### src/rtl/pulse_counter.sv
// pulse_counter
//   Counts rising edges of an asynchronous pulse stream while enabled.
//   Terminal count `limit` either wraps the count (oneshot=0) or stops in
//   DONE (oneshot=1); limit=0 free-runs modulo 2^WIDTH with a sticky
//   overflow flag on wrap.
//
//   Build option: define PULSE_COUNTER_SYNC_EN to put pulse_in through a
//   2-flop synchronizer (count updates 3 clk edges after sampling). When
//   it is undefined, a single sampling flop is used (2 clk edges).
//
// Ports
//   clk      in   clock, rising edge
//   rst_n    in   synchronous active-low reset
//   pulse_in in   asynchronous pulse stream
//   enable   in   1 = count, 0 = hold
//   clear    in   synchronous clear of count/tick/done/overflow
//   oneshot  in   1 = stop at limit, 0 = wrap at limit
//   limit    in   terminal count, 0 = none
//   count    out  registered edge count
//   tick     out  one-cycle strobe on terminal event
//   done     out  high while in DONE
//   overflow out  sticky free-run wrap flag
module pulse_counter #(
    parameter int WIDTH = 8
) (
    input  logic             clk,
    input  logic             rst_n,
    input  logic             pulse_in,
    input  logic             enable,
    input  logic             clear,
    input  logic             oneshot,
    input  logic [WIDTH-1:0] limit,
    output logic [WIDTH-1:0] count,
    output logic             tick,
    output logic             done,
    output logic             overflow
);

    typedef enum logic [1:0] {IDLE, RUN, DONE} state_t;

    state_t           state, state_nxt;
    logic [WIDTH-1:0] count_nxt;
    logic             tick_nxt, ovf_nxt;
    logic [WIDTH:0]   count_inc;

    logic cur, cur_vld, prev, armed, pulse_edge;

    // Input conditioning. A parallel valid shift tracks which sample stages
    // hold real data since reset, so the reset value of the history is never
    // mistaken for an observed low level.
`ifdef PULSE_COUNTER_SYNC_EN
    logic [1:0] sync_q, vld_q;
    always_ff @(posedge clk) begin
        if (!rst_n) begin
            sync_q <= '0;
            vld_q  <= '0;
        end else begin
            sync_q <= {sync_q[0], pulse_in};
            vld_q  <= {vld_q[0], 1'b1};
        end
    end
    assign cur     = sync_q[1];
    assign cur_vld = vld_q[1];
`else
    logic samp_q, vld_q;
    always_ff @(posedge clk) begin
        if (!rst_n) begin
            samp_q <= 1'b0;
            vld_q  <= 1'b0;
        end else begin
            samp_q <= pulse_in;
            vld_q  <= 1'b1;
        end
    end
    assign cur     = samp_q;
    assign cur_vld = vld_q;
`endif

    // armed: a genuine low has been seen since reset. A pulse already high
    // at reset release must fall and rise again before it counts.
    always_ff @(posedge clk) begin
        if (!rst_n) begin
            prev  <= 1'b0;
            armed <= 1'b0;
        end else begin
            prev  <= cur;
            armed <= armed | (cur_vld & ~cur);
        end
    end

    assign pulse_edge = cur & ~prev & armed;
    assign count_inc  = {1'b0, count} + 1'b1;

    always_ff @(posedge clk) begin
        if (!rst_n) begin
            state    <= IDLE;
            count    <= '0;
            tick     <= 1'b0;
            done     <= 1'b0;
            overflow <= 1'b0;
        end else begin
            state    <= state_nxt;
            count    <= count_nxt;
            tick     <= tick_nxt;
            done     <= (state_nxt == DONE);
            overflow <= ovf_nxt;
        end
    end

    always_comb begin
        state_nxt = state;
        count_nxt = count;
        tick_nxt  = 1'b0;
        ovf_nxt   = overflow;
        if (clear) begin
            // clear wins over any coincident edge; that edge is lost
            count_nxt = '0;
            ovf_nxt   = 1'b0;
            state_nxt = enable ? RUN : IDLE;
        end else begin
            case (state)
                IDLE: if (enable) state_nxt = RUN;
                RUN: begin
                    if (!enable) begin
                        state_nxt = IDLE;
                    end else if (pulse_edge) begin
                        if (limit != '0) begin
                            // >= so a limit lowered below count still terminates
                            if (count_inc >= {1'b0, limit}) begin
                                tick_nxt = 1'b1;
                                if (oneshot) begin
                                    count_nxt = limit;
                                    state_nxt = DONE;
                                end else begin
                                    count_nxt = '0;
                                end
                            end else begin
                                count_nxt = count_inc[WIDTH-1:0];
                            end
                        end else begin
                            count_nxt = count_inc[WIDTH-1:0];
                            if (count_inc[WIDTH]) ovf_nxt = 1'b1;
                        end
                    end
                end
                DONE: if (!enable) state_nxt = IDLE;
                default: state_nxt = IDLE;
            endcase
        end
    end

endmodule
### config.mk
export PLATFORM = sky130hd
export DESIGN_NAME = pulse_counter
export DESIGN_NICKNAME = d
export VERILOG_FILES = /design/src/rtl/pulse_counter.sv
export SDC_FILE = /design/constraint.sdc
export NUM_CORES = 1
export LEC_CHECK = 0
export BUFFER_PORTS_ARGS = -buffer_cell sky130_fd_sc_hd__buf_2
export CELL_PAD_IN_SITES_DETAIL_PLACEMENT = 1
export CELL_PAD_IN_SITES_GLOBAL_PLACEMENT = 1
export CORE_MARGIN = 2
export CORE_UTILIZATION = 30
export DETAILED_ROUTE_END_ITERATION = 8
export PLACE_DENSITY_LB_ADDON = 0.1
export SLEW_MARGIN = 20
export SYNTH_ARGS = -nofsm -noshare
export SYNTH_HDL_FRONTEND = slang
export SYNTH_SLANG_ARGS = --single-unit
### constraint.sdc
create_clock -name clk -period 4.9 [get_ports clk]
set_input_delay 0 -clock clk [delete_from_list [all_inputs] [get_ports clk]]
set_output_delay 0 -clock clk [all_outputs]
set_load 0.05 [all_outputs]
==> metrics.md <==
| Metric | Value |
|---|---|
| DR vias | `961` |
| Max-cap violations | `0` |
| # Post-CTS Setup Buffers | `0` |
| P per Cell Area | `187 nW/µm²` |
| Hold Fails Final Rpt | `0` |
| Gpl congestion | `0.774` |
| Post-synth top area cell | `dfxtp_1` |
| Synth Area in Compound Gates | `0.184` |
| Status | `complete, no violations` |
| Fraction of registers with async set/reset | `0` |
| CP required | `5.13 ns` |
| P_sw | `54.3 µW` |
| Sink Count | `17` |
| Seq cells post-synth | `17` |
| Clock Root Buffer | `clkbuf_4` |
| Synth Flop Type | `dfxtp_1` |
| Final WL | `2590 µm` |
| Yosys warning count | `0` |
| Area share of the largest cell type after synthesis | `0.340` |
| Die X-Extent | `61.8 µm` |
| Rows | `20` |
| Flop pwr share | `0.590` |
| CP Class | `flop to flop` |
| GRT Total Usage | `0.156` |
| DIE HEIGHT | `61.8 µm` |
| Logic pwr share | `0.109` |
| Slew HR | `0.577` |
| Grt ovf | `0` |
| Final setup viols | `0` |
| Crit Path Max Fanout | `10` |
| Die footprint | `3820 µm²` |
| Final Skew | `0.00146 ns` |
| Share of cells above drive strength 1 | `0.219` |
| Min-delay worst type | `input pin to flop` |
| Clk pwr share | `0.301` |
| Worst Tran Pin Value | `0.633 ns` |
| Drt wl/cell | `13.0 µm` |
| Vias in the first global route | `959` |
| Mux share of post-synthesis cell area | `0` |
| XOR/XNOR Fraction of Synth Area | `0.0524` |
| EDFF count, synth | `0` |
| Top-count cell post-synth | `dfxtp_1` |
| Critical Path Source Type | `flop` |
| Drt drc | `0` |
| Initial antenna violation count | `0` |
| CP startpoint | `count[0]$_SDFFE_PP0P_` |
| Sw Share | `0.226` |
| Vias per Instance | `4.83` |
| Final Critical Period | `3.47 ns` |
| Hold Buf Count CTS | `9` |
| Syn Inst Count | `120` |
| Post-Syn Area | `1000 µm²` |
| Final nets | `179` |
| Syn_area_per_cell | `8.35 µm²` |
| Core area | `3130 µm²` |
| Ratio of final minimum period to clock period | `0.709` |
| Post-route ant nets | `0` |
| Netlist cell types | `29` |
| First-pass GRT wire length | `4420 µm` |
| Starting Density | `0.320` |
| IO Port Bufs | `24` |
| Max VDD drop | `0.148 mV` |
| Clk buf depth | `2` |
| H-tree levels | `1` |
| Pin count of the biggest net entering global routing | `20` |
| Register area share after synthesis | `0.340` |
| Largest family of logic cells by synthesized area | `simple AND/OR/NAND/NOR gates` |
| DP HPWL | `2030 µm` |
| Synth Area in Simple Gates | `0.260` |
| Unrepaired setup endpoints after global routing | `no` |
| Setup tns final | `0 ns` |
| Crit path capture type | `flop` |
| Final Slew Violations | `0` |
| Initial DRT Pass Iterations | `4` |
| Clock-pin slew on the worst setup and hold paths | `0.09 ns` |
| Largest cells by area after synthesis | `dfxtp_1 (34%), ha_1 (11%), nand2_1 (5.6%), a31oi_1 (5.0%), nor2b_1 (3.7%)` |
| Post-Syn Nets | `143` |
| Place WS | `1.93 ns` |
| FF-to-FF Start | `count[0]$_SDFFE_PP0P_` |
| Top cells by count, synth | `dfxtp_1 (17), nand2_1 (15), ha_1 (9), inv_1 (9)` |
| Layout area overhead | `28.0%` |
| Worst skew pair latency | `0.28 ns` |
| Int Pwr | `186 µW` |
| Fmax | `288 MHz` |
| IO Pins | `25` |
| # resized after CTS | `0` |
| PnR worst setup slack | `1.43 ns` |
| Arr. time, crit path | `3.70 ns` |
| Adder-cell share of the synthesized area | `0.112` |
| CTS tree | `yes` |
| Hold_sp | `limit[2]` |
| Pleak | `0.580 nW` |
| Cts bufs inserted | `3` |
| ANT cells | `0` |
| Initial DRC Count | `28` |
==> state kept, by name, summed over array words and instances (netlist names) <==
| name | cells |
|---|---|
| prev | 1 |
| cur_vld | 1 |
| cur | 1 |
| done | 1 |
| overflow | 1 |
| tick | 1 |
| state | 2 |
| count | 8 |
| armed | 1 |
==> worst max-delay path, cell delays in order, from the launching register on <==
cell and delay (ns):
dfxtp_1 0.46, ha_1 0.23, and3_4 0.20, nand3_1 0.09, xnor2_1 0.20, ha_1 0.28
a21oi_1 0.13, nor2b_1 0.06, or4_4 0.54, o21a_1 0.36, a21oi_2 0.18, o211a_1 0.14
dlygate4sd3_1 0.53
==> layer usage <==
| metal | GRT usage | vias up | part of all wire | wire length, µm |
|---|---|---|---|---|
| li1 | - | 492 | - | - |
| met2 | 0.265 | 23 | 0.46 | 1190 |
| met4 | 0.0182 | 0 | 0.0054 | 14 |
| met5 | 0 | - | 0 | 0 |
| met1 | 0.201 | 444 | 0.49 | 1260 |
| met3 | 0.0455 | 2 | 0.047 | 122 |
==> cells by family after synthesis <==
family	count (synthesis)
xor gates and xnor gates	6
AOI/OAI and AO/OA	28
DFF	17
buffers and inverters	12
adders and majority gates	9
and+or+nand+nor	48
==> layout make-up <==
class                   instances  area (µm²)
inverters                       9        33.8
repair buffers                 34         218
fillers                       407        1850
clock buffers                   4        26.3
multi-input cells              91         609
well taps                      44        55.1
flip-flops and latches         17         340
==> cell usage in the layout, fill, tap and decap left out, types with 2 or more instances in the layout <==
cell type and count:
clkbuf_4 3, dfxtp_1 17, buf_2 24, nand2_1 15, nand4_1 2, and3_4 3
nand3_1 5, ha_1 9, o21ai_0 7, nor2b_1 6, a21oi_1 6, and2_1 2
nand2b_1 2, xor2_1 3, inv_1 9, dlygate4sd3_1 9, xnor2_1 3, a31oi_1 8
o21a_1 2, nor2_1 8
==> power groups by stage <==
stage	registers (mW)	logic [mW]	clock network (mW)
after floorplan	0.145	0.0102	0
after global placement	0.145	0.0203	0
after detailed placement	0.145	0.0208	0
after CTS	0.142	0.0264	0.0761
after global routing	0.142	0.0296	0.0851
final	0.142	0.0261	0.0724
==> final timing paths <==
kind	end	cells past startpoint	slack, ns
hold reg to reg	armed$_SDFF_PN0_	1	0.47
setup reg to reg	state[0]$_SDFF_PN0_	12	1.43
setup / recovery	state[0]$_SDFF_PN0_	12	1.43
hold / removal	count[2]$_SDFFE_PP0P_	3	0.01
==> per-stage QoR <==
| step | power [mW] | std cells | hold slack, ns | utilization | instance area [µm²] |
|---|---|---|---|---|---|
| after floorplan | 0.155 | 120 | 0.0277 | - | 1000 |
| after global placement | 0.165 | 186 | 0.179 | 0.373 | 1170 |
| after detailed placement | 0.166 | 186 | 0.193 | 0.373 | 1170 |
| after CTS | 0.244 | 199 | 0.00395 | 0.410 | 1280 |
| after global routing | 0.257 | 199 | 0.00987 | 0.410 | 1280 |
| final | 0.240 | 199 | 0.0146 | 0.410 | 1280 |
(Power assumes the default switching activity.)
